### config.mk
export PLATFORM = sky130hd
export DESIGN_NAME = osc_param_ctrl
export DESIGN_NICKNAME = d
export VERILOG_FILES = /design/src/rtl/synth_pkg.sv /design/src/rtl/osc_param_bank.sv /design/src/rtl/osc_param_ctrl.sv
export SDC_FILE = /design/constraint.sdc
export NUM_CORES = 1
export LEC_CHECK = 0
export ABC_AREA = 1
export CORE_MARGIN = 2
export CORE_UTILIZATION = 60
export DETAILED_ROUTE_END_ITERATION = 16
export HOLD_SLACK_MARGIN = 0.12
export PLACE_DENSITY = 0.84
export SKIP_LAST_GASP = 1
export SLEW_MARGIN = 20
export SYNTH_ARGS = -nofsm -noshare
export SYNTH_HDL_FRONTEND = slang
export SYNTH_SLANG_ARGS = --single-unit
export TNS_END_PERCENT = 1
### constraint.sdc
create_clock -name i_clk -period 32.2 [get_ports i_clk]
set_input_delay 4.83 -clock i_clk [delete_from_list [all_inputs] [get_ports i_clk]]
set_output_delay 4.83 -clock i_clk [all_outputs]
set_load 0.01 [all_outputs]
### src/rtl/synth_pkg.sv
// Shared constants for the oscillator parameter path: register ids, field widths,
// parser states and the payload-length lookup.
package synth_pkg;

  localparam int unsigned W_WAVE  = 8;
  localparam int unsigned W_FREQ  = 24;
  localparam int unsigned W_PHASE = 16;
  localparam int unsigned W_AMP   = 16;

  localparam logic [3:0] REG_WAVE    = 4'h0;
  localparam logic [3:0] REG_FREQ    = 4'h1;
  localparam logic [3:0] REG_PHASE   = 4'h2;
  localparam logic [3:0] REG_AMP     = 4'h3;
  localparam logic [3:0] CMD_CLR_ERR = 4'hE;
  localparam logic [3:0] CMD_COMMIT  = 4'hF;

  typedef enum logic {
    ST_IDLE,
    ST_PAYLOAD
  } state_e;

  // Payload bytes following a header; 0 marks ids that carry no register write.
  function automatic logic [1:0] payload_len(input logic [3:0] id);
    case (id)
      REG_WAVE:           return 2'd1;
      REG_FREQ:           return 2'd3;
      REG_PHASE, REG_AMP: return 2'd2;
      default:            return 2'd0;
    endcase
  endfunction

endpackage

### src/rtl/osc_param_bank.sv
// Per-oscillator shadow/active register pair; shadow is written by the parser,
// active is loaded from shadow as a whole on commit.
module osc_param_bank
  import synth_pkg::*;
(
  input  logic               clk_i,
  input  logic               rst_i,
  input  logic               we_i,
  input  logic [3:0]         reg_i,
  input  logic [W_FREQ-1:0]  data_i,
  input  logic               commit_i,
  output logic [W_WAVE-1:0]  wave_o,
  output logic [W_FREQ-1:0]  freq_o,
  output logic [W_PHASE-1:0] phase_o,
  output logic [W_AMP-1:0]   amp_o
);

  logic [W_WAVE-1:0]  sh_wave_q,  act_wave_q;
  logic [W_FREQ-1:0]  sh_freq_q,  act_freq_q;
  logic [W_PHASE-1:0] sh_phase_q, act_phase_q;
  logic [W_AMP-1:0]   sh_amp_q,   act_amp_q;

  // Commit samples the shadow before any same-edge write lands.
  always_ff @(posedge clk_i or posedge rst_i) begin
    if (rst_i) begin
      sh_wave_q   <= '0;
      sh_freq_q   <= '0;
      sh_phase_q  <= '0;
      sh_amp_q    <= '0;
      act_wave_q  <= '0;
      act_freq_q  <= '0;
      act_phase_q <= '0;
      act_amp_q   <= '0;
    end else begin
      if (we_i) begin
        case (reg_i)
          REG_WAVE:  sh_wave_q  <= data_i[W_WAVE-1:0];
          REG_FREQ:  sh_freq_q  <= data_i;
          REG_PHASE: sh_phase_q <= data_i[W_PHASE-1:0];
          REG_AMP:   sh_amp_q   <= data_i[W_AMP-1:0];
          default:   ;
        endcase
      end
      if (commit_i) begin
        act_wave_q  <= sh_wave_q;
        act_freq_q  <= sh_freq_q;
        act_phase_q <= sh_phase_q;
        act_amp_q   <= sh_amp_q;
      end
    end
  end

  assign wave_o  = act_wave_q;
  assign freq_o  = act_freq_q;
  assign phase_o = act_phase_q;
  assign amp_o   = act_amp_q;

endmodule

### src/rtl/osc_param_ctrl.sv
// SPI byte-stream packet parser feeding per-oscillator parameter banks, with
// inter-byte timeout, sticky error and frame-synchronous commit.
module osc_param_ctrl
  import synth_pkg::*;
#(
  parameter int N_OSC       = 2,
  parameter int TIMEOUT_CYC = 50000
) (
  input  logic                 i_clk,
  input  logic                 i_rst,
  input  logic [7:0]           i_data,
  input  logic                 i_data_load,
  input  logic                 i_frame_tick,
  output logic [8*N_OSC-1:0]   o_osc_wave,
  output logic [24*N_OSC-1:0]  o_osc_freq,
  output logic [16*N_OSC-1:0]  o_osc_phase,
  output logic [16*N_OSC-1:0]  o_osc_amp,
  output logic                 o_busy,
  output logic                 o_applied,
  output logic                 o_err
);

  localparam int IW = $clog2(TIMEOUT_CYC) + 1;

  state_e             state_q, state_d;
  logic [1:0]         cnt_q, cnt_d;
  logic [W_FREQ-1:0]  asm_q, asm_d;
  logic [3:0]         reg_q, reg_d;
  logic [3:0]         osc_q, osc_d;
  logic [IW-1:0]      idle_q, idle_d;
  logic               pending_q, pending_d;
  logic               err_q, err_d;
  logic               busy_q, busy_d;
  logic               applied_q;
  logic               wr_en;
  logic               commit;
  logic [3:0]         hdr_id, hdr_osc;

  assign hdr_id  = i_data[7:4];
  assign hdr_osc = i_data[3:0];

  always_comb begin
    state_d   = state_q;
    cnt_d     = cnt_q;
    asm_d     = asm_q;
    reg_d     = reg_q;
    osc_d     = osc_q;
    idle_d    = idle_q;
    err_d     = err_q;
    wr_en     = 1'b0;
    commit    = i_frame_tick & pending_q;
    pending_d = pending_q & ~commit;

    case (state_q)
      ST_IDLE: begin
        if (i_data_load) begin
          if (hdr_id == CMD_COMMIT) begin
            pending_d = 1'b1;
          end else if (hdr_id == CMD_CLR_ERR) begin
            err_d = 1'b0;
          end else if ((payload_len(hdr_id) != 2'd0) && (int'(hdr_osc) < N_OSC)) begin
            state_d = ST_PAYLOAD;
            cnt_d   = payload_len(hdr_id);
            reg_d   = hdr_id;
            osc_d   = hdr_osc;
            asm_d   = '0;
            idle_d  = '0;
          end else begin
            err_d = 1'b1;
          end
        end
      end
      ST_PAYLOAD: begin
        // Expiry is checked before the strobe so a byte on the expiry edge is dropped.
        if (idle_q == IW'(TIMEOUT_CYC - 1)) begin
          state_d = ST_IDLE;
          err_d   = 1'b1;
        end else if (i_data_load) begin
          asm_d  = {asm_q[W_FREQ-9:0], i_data};
          idle_d = '0;
          cnt_d  = cnt_q - 2'd1;
          if (cnt_q == 2'd1) begin
            wr_en   = 1'b1;
            state_d = ST_IDLE;
          end
        end else begin
          idle_d = idle_q + IW'(1);
        end
      end
      default: state_d = ST_IDLE;
    endcase

    busy_d = (state_d != ST_IDLE) | pending_d;
  end

  always_ff @(posedge i_clk or posedge i_rst) begin
    if (i_rst) begin
      state_q   <= ST_IDLE;
      cnt_q     <= '0;
      asm_q     <= '0;
      reg_q     <= '0;
      osc_q     <= '0;
      idle_q    <= '0;
      pending_q <= 1'b0;
      err_q     <= 1'b0;
      busy_q    <= 1'b0;
      applied_q <= 1'b0;
    end else begin
      state_q   <= state_d;
      cnt_q     <= cnt_d;
      asm_q     <= asm_d;
      reg_q     <= reg_d;
      osc_q     <= osc_d;
      idle_q    <= idle_d;
      pending_q <= pending_d;
      err_q     <= err_d;
      busy_q    <= busy_d;
      applied_q <= commit;
    end
  end

  for (genvar k = 0; k < N_OSC; k++) begin : g_bank
    osc_param_bank u_bank (
      .clk_i    (i_clk),
      .rst_i    (i_rst),
      .we_i     (wr_en && (int'(osc_q) == k)),
      .reg_i    (reg_q),
      .data_i   (asm_d),
      .commit_i (commit),
      .wave_o   (o_osc_wave[8*k +: 8]),
      .freq_o   (o_osc_freq[24*k +: 24]),
      .phase_o  (o_osc_phase[16*k +: 16]),
      .amp_o    (o_osc_amp[16*k +: 16])
    );
  end

  assign o_busy    = busy_q;
  assign o_applied = applied_q;
  assign o_err     = err_q;

endmodule
**Yosys cells after proc, flatten, opt, wreduce, memory -nomap -nowiden**

Cells that the tools add are included.

- Register bits after elaboration: 312
- Input port bits: 12
- Output and inout port bits: 131
- Logic and storage cells: 122

- $add $sub $neg: 2
- Magnitude comparators: 1
- Equality and inequality tests: 19
- Muxes and demuxes: 47
- Bitwise logic cells: 7
- Reduce and logical (&&, ||, !) cells: 20

Operators by type and width:

| kind | number |
|---|---|
| $mux W24 | 6 |
| $mux W17 | 6 |
| $pmux W24 S2 | 1 |
| $pmux W17 S2 | 1 |
| $eq A4 B2 Y1 const B | 5 |
| $mux W2 | 10 |
| $mux W1 | 19 |
| $add A17 B1 Y17 const B | 1 |
| $eq A17 B16 Y1 const B | 1 |
| $reduce_and A2 Y1 | 8 |
| $logic_not A4 Y1 | 3 |
| $ne A2 B2 Y1 const B | 6 |
| $reduce_and A5 Y1 | 2 |
| $eq A4 B1 Y1 const B | 2 |
| $eq A4 B4 Y1 const B | 2 |
| $pmux W2 S3 | 1 |
| $reduce_and A6 Y1 | 1 |
| $lt A4 B2 Y1 const B | 1 |
| $not A1 Y1 | 4 |
| $pmux W1 S2 | 2 |
| $pmux W2 S2 | 1 |
| $reduce_and A4 Y1 | 1 |
| $logic_and A1 B1 Y1 | 3 |
| $ne A3 B3 Y1 const B | 1 |
| other kinds (7) | 8 |

**Logic depth before layout (Yosys ltp)**

- Depth after elaboration: 15
- Gate-level depth with buffers: 12
- Gate-level depth less buffers: 11

**By module**

Synthesis repeated with hierarchy kept, for this count alone.

- Cells, all modules: 1267
- Area total of the unflattened synthesis: 13120.1 um^2

Modules (own cells, without submodules):

| module | instances | cells an instance | area an instance (um^2) |
|---|---|---|---|
| osc_param_bank | 2 | 430 | 5114.9 |
| osc_param_ctrl | 1 | 407 | 2890.3 |

**Worst setup path before layout**

Ideal clock, no wire load.

- Path kind: input to register
- Start: in i_data_load
- End: reg g_bank[0].u_bank.sh_wave_q[1]
- Arrival time: 5.927 ns
- Data required time: 32.081 ns
- Path slack: 26.153 ns
- Cell stages on the path: 9
- Buffers on the path: 2
- Cells stage by stage: clkbuf_1 -> clkinv_1 -> nor2_1 -> inv_1 -> clkbuf_1 -> nand3_1 -> nand2_2 -> nand2_1 -> nand2_1

- Elaborated cells between the ends (all ways): 9
- Those cells by class: mux: 7; reduce/logical: 2

RTL lines:

| what | RTL line | RTL |
|---|---|---|
| start: declaration | osc_param_ctrl.sv:12 | `input logic i_data_load,` |
| $mux W24 | osc_param_ctrl.sv:78 | `end else if (i_data_load) begin` |
| $mux W24 | osc_param_ctrl.sv:75 | `if (idle_q == IW'(TIMEOUT_CYC - 1)) begin` |
| $pmux W24 S2 (*) | osc_param_ctrl.sv:54 | `case (state_q)` |
| net asm_d[1] | osc_param_ctrl.sv:27 | `logic [W_FREQ-1:0] asm_q, asm_d;` |
| end signal: assignment | osc_param_bank.sv:37 | `REG_WAVE: sh_wave_q <= data_i[W_WAVE-1:0];` |
| end: declaration | osc_param_bank.sv:18 | `logic [W_WAVE-1:0] sh_wave_q, act_wave_q;` |

The timed path passes the listed nets; every way through them passes the cells marked *.
A chain may end at the register's enable or synchronous reset.

**Worst setup path after layout**

- Start: in i_data_load
- End: reg g_bank[1].u_bank.sh_amp_q[14]

- Elaborated cells between the ends (all ways): 9
- Those cells by class: mux: 7; reduce/logical: 2

RTL lines:

| what | RTL line | RTL |
|---|---|---|
| $mux W24 | osc_param_ctrl.sv:78 |  |
| $mux W24 | osc_param_ctrl.sv:75 |  |
| $pmux W24 S2 (*) | osc_param_ctrl.sv:54 |  |
| net asm_d[14] | osc_param_ctrl.sv:27 |  |
| end signal: assignment | osc_param_bank.sv:40 | `REG_AMP: sh_amp_q <= data_i[W_AMP-1:0];` |
| end: declaration | osc_param_bank.sv:21 | `logic [W_AMP-1:0] sh_amp_q, act_amp_q;` |

Marks and branches as above.

==> impl_metrics.toml <==
[clock_network]
cts.sinks = 312
post_cts_buffers = 0
cts_tree = "done"
cts_buffer_depth = 3
postCtsHoldBufs = 0
root_buffer = "clkbuf_16"
htreeDepth = 1
clk_latency_ps = 570
post_cts_resized = 0
path_clk_slew_ps = 70
cts_buffers = 31

[global_route]
grt_max_degree = 170
gr-total-overflow = 0
grt_pass1_vias = 10869
antenna_found_initial = 0
track_usage_pct = 29.3
grt_pass1_wl_um = 56100

[worst_setup_path]
cpPeakStageDelay_ps = 1150
r2r_end = "g_bank[0].u_bank.sh_freq_q[2]"
cp-start-kind = "input port"
critPathMaxFanout = 33
crit_family = "buffers and inverters"
arrival_ps = 8020
path_cells = "clkdlybuf4s50_1 -> clkinv_1 -> nor2_1 -> inv_1 -> nand3_1 -> nand2_1 -> nand2_1 -> nand2_1"
crit_buf_inv = 3
critPathKind = "input port to register"
r2r_cells = 9
required_ps = 32650
reg2reg_slack_ps = 28730
reg2reg_from = "idle_q[0]"
cp_slowest_cell = "clkdlybuf4s50_1"
critPathMostFrequentCell = "nand2_1"
end_kind = "register"

[logic_synthesis]
async_reset_ff_share_pct = 100
yosysSeqAreaShare_pct = 58.8
synth.top_cell.area_share_pct = 58.8
synth_most_common_cell = "nand2_1"
synth_area_leaders = "dfrtp_1 (59%), nand2_1 (23%), o21ai_1 (3.8%), o21ai_0 (2.7%), nand3_1 (1.8%)"
synth.distinct_cells = 27
syn_nets = 1618
syn_inst = 1604
yosys_most_used_dff = "dfrtp_1"
netlist_top_cells_count = "nand2_1 (820), dfrtp_1 (312), o21ai_1 (100)"
synth_seq_cells = 312
synth_edf_count = 0
yosys_warnings = 0
synth_area_sq_um = 13300
syn_area_per_cell_sq_um = 8.28
synth_area_leader_cell = "dfrtp_1"

[hold_path]
worstHoldPathCells = 2
hp-class = "register to register"
hold_path.startpoint = "g_bank[0].u_bank.sh_amp_q[12]"
whs_endpoint = "g_bank[0].u_bank.amp_o[12]"

[timing]
drv_slew = 0
rsz0062_at_grt = "false"
tightest_slew_ps = 1050
tns_ps = 0
relSlewSlack_pct = 30.0
period_share_pct = 23.5
clock_skew_ps = 9.03
final-hold-violation-count = 0
layout_min_cycle_time_ps = 7570
fmax_ghz = 0.132
setup_viol_count_final = 0

[layout]
nNetsFinal = 1715
drive_gt1_share_pct = 5.40
final_area_sq_um = 15800
area_growth_pct = 19.0
stdcell_count = 2003
antenna-diode-count = 0

[power_and_ir_drop]
p_total_w = 0.000929
peakVddDrop_mv = 0.0476
power.density_nw_per_um2 = 58.8
p_leak_nw = 8.40

[route]
drtAntennaViolNets = 0
firstDrtPassIters = 5
vias = 11379
drt-initial-drc-count = 1162
wl_per_cell_um = 17.2
routed_wl_um = 34400
vias_per_cell = 5.68
route.detailed.drc = 0

[place]
dp_cells = 1946
io_buffer_count = 142
hpwl_um = 20500
postPlaceCellArea_sq_um = 14700
place.gp.congestion = 0.881

[floorplanning]
dieHeight_um = 153
die_area_sq_um = 23300
die_w_um = 153
io_pins = 143
start_util_pct = 61.0
core_sq_um = 21800
fp-row-count = 54

[job]
cap_violations = 0

[outcome]
status = "complete, no violations"
registers in the layout (all words and copies together), names as in the netlist:
register,count
g_bank.u_bank.sh_phase_q,32
g_bank.u_bank.sh_amp_q,32
idle_q,17
g_bank.u_bank.phase_o,32
o_applied,1
osc_q,4
state_q,1
cnt_q,2
g_bank.u_bank.freq_o,48
asm_q,24
g_bank.u_bank.amp_o,32
o_err,1
g_bank.u_bank.wave_o,16
o_busy,1
g_bank.u_bank.sh_wave_q,16
pending_q,1
reg_q,4
g_bank.u_bank.sh_freq_q,48
report_power, final:
part,switching (W),total (W),internal (W)
clock,0.000152,0.000352,0.000199
combinational,0.000113,0.000145,0.0000318
sequential,0.0000190,0.000432,0.000413
cell families (layout without fill, tap and decap cells):
logic type	after synthesis	after routing	synth area share [%]
adders and majority gates	2	2	0.188
AOI/OAI and AO/OA	173	173	6.53
buffers and inverters	133	252	4.27
xor gates and xnor gates	6	6	0.396
and+or+nand+nor	978	978	29.8
DFF	312	312	58.8
worst reg2reg max path, cell delays in order, from the launching register on:
cell	delay, ps
dfrtp_1	430
ha_1	220
nand3_1	220
nor2_4	570
nand3_4	430
nand4_4	170
buf_4	600
nor2_2	450
nand2_1	180
nand2_1	70
stage by stage:
step                      setup slack, ps  utilization [%]  hold WS (ps)
after global routing                24320             72.6           485
after global placement              24240             67.8           448
after CTS                           24730             72.4           468
after detailed placement            24100             67.8           452
after floorplan                     18740                -           436
final                               24630             72.6           465
how the worst max path moves through the flow:
stage / startpoint / to / slack (ps) / depth (start not counted)
3_3_place_gp: i_data_load / g_bank[1].u_bank.sh_phase_q[14] / 24240 / 8
3_5_place_dp: i_data_load / g_bank[1].u_bank.sh_amp_q[14] / 24100 / 8
6_report: i_data_load / g_bank[1].u_bank.sh_amp_q[14] / 24630 / 8
5_1_grt: i_data_load / g_bank[0].u_bank.sh_phase_q[12] / 24320 / 8
2_1_floorplan: i_rst / asm_q[0] / 18740 / 1
4_1_cts: i_data_load / g_bank[1].u_bank.sh_amp_q[14] / 24730 / 8
final cells by class:
type / count / area (sq um)
Sequential cell: 312 / 7810
Fill cell: 1569 / 5960
Multi-Input combinational cell: 1159 / 4910
Timing Repair Buffer: 154 / 1560
Clock buffer: 42 / 877
Tap cell: 280 / 350
Inverter: 43 / 171
Clock inverter: 13 / 118
routing by layer:
layer  track usage [%]  part of all wire (%)
met5                 0                     0
met4              8.73                   2.6
met3              4.15                   7.5
met2              47.2                    48
met1              42.2                    42
layout by cell type, fill, tap and decap left out, drive strengths merged, types with 2 or more instances in the layout:
cell	count
nand2	832
inv	42
ha	2
nor2	45
xor2	6
nand3	50
dfrtp	312
buf	12
clkinvlp	2
clkinv	11
clkbuf	42
nand4	39
o21ai	171
or2	2
nor3	8
clkdlybuf4s50	142
Note: power is estimated with default switching activity, not from simulation.
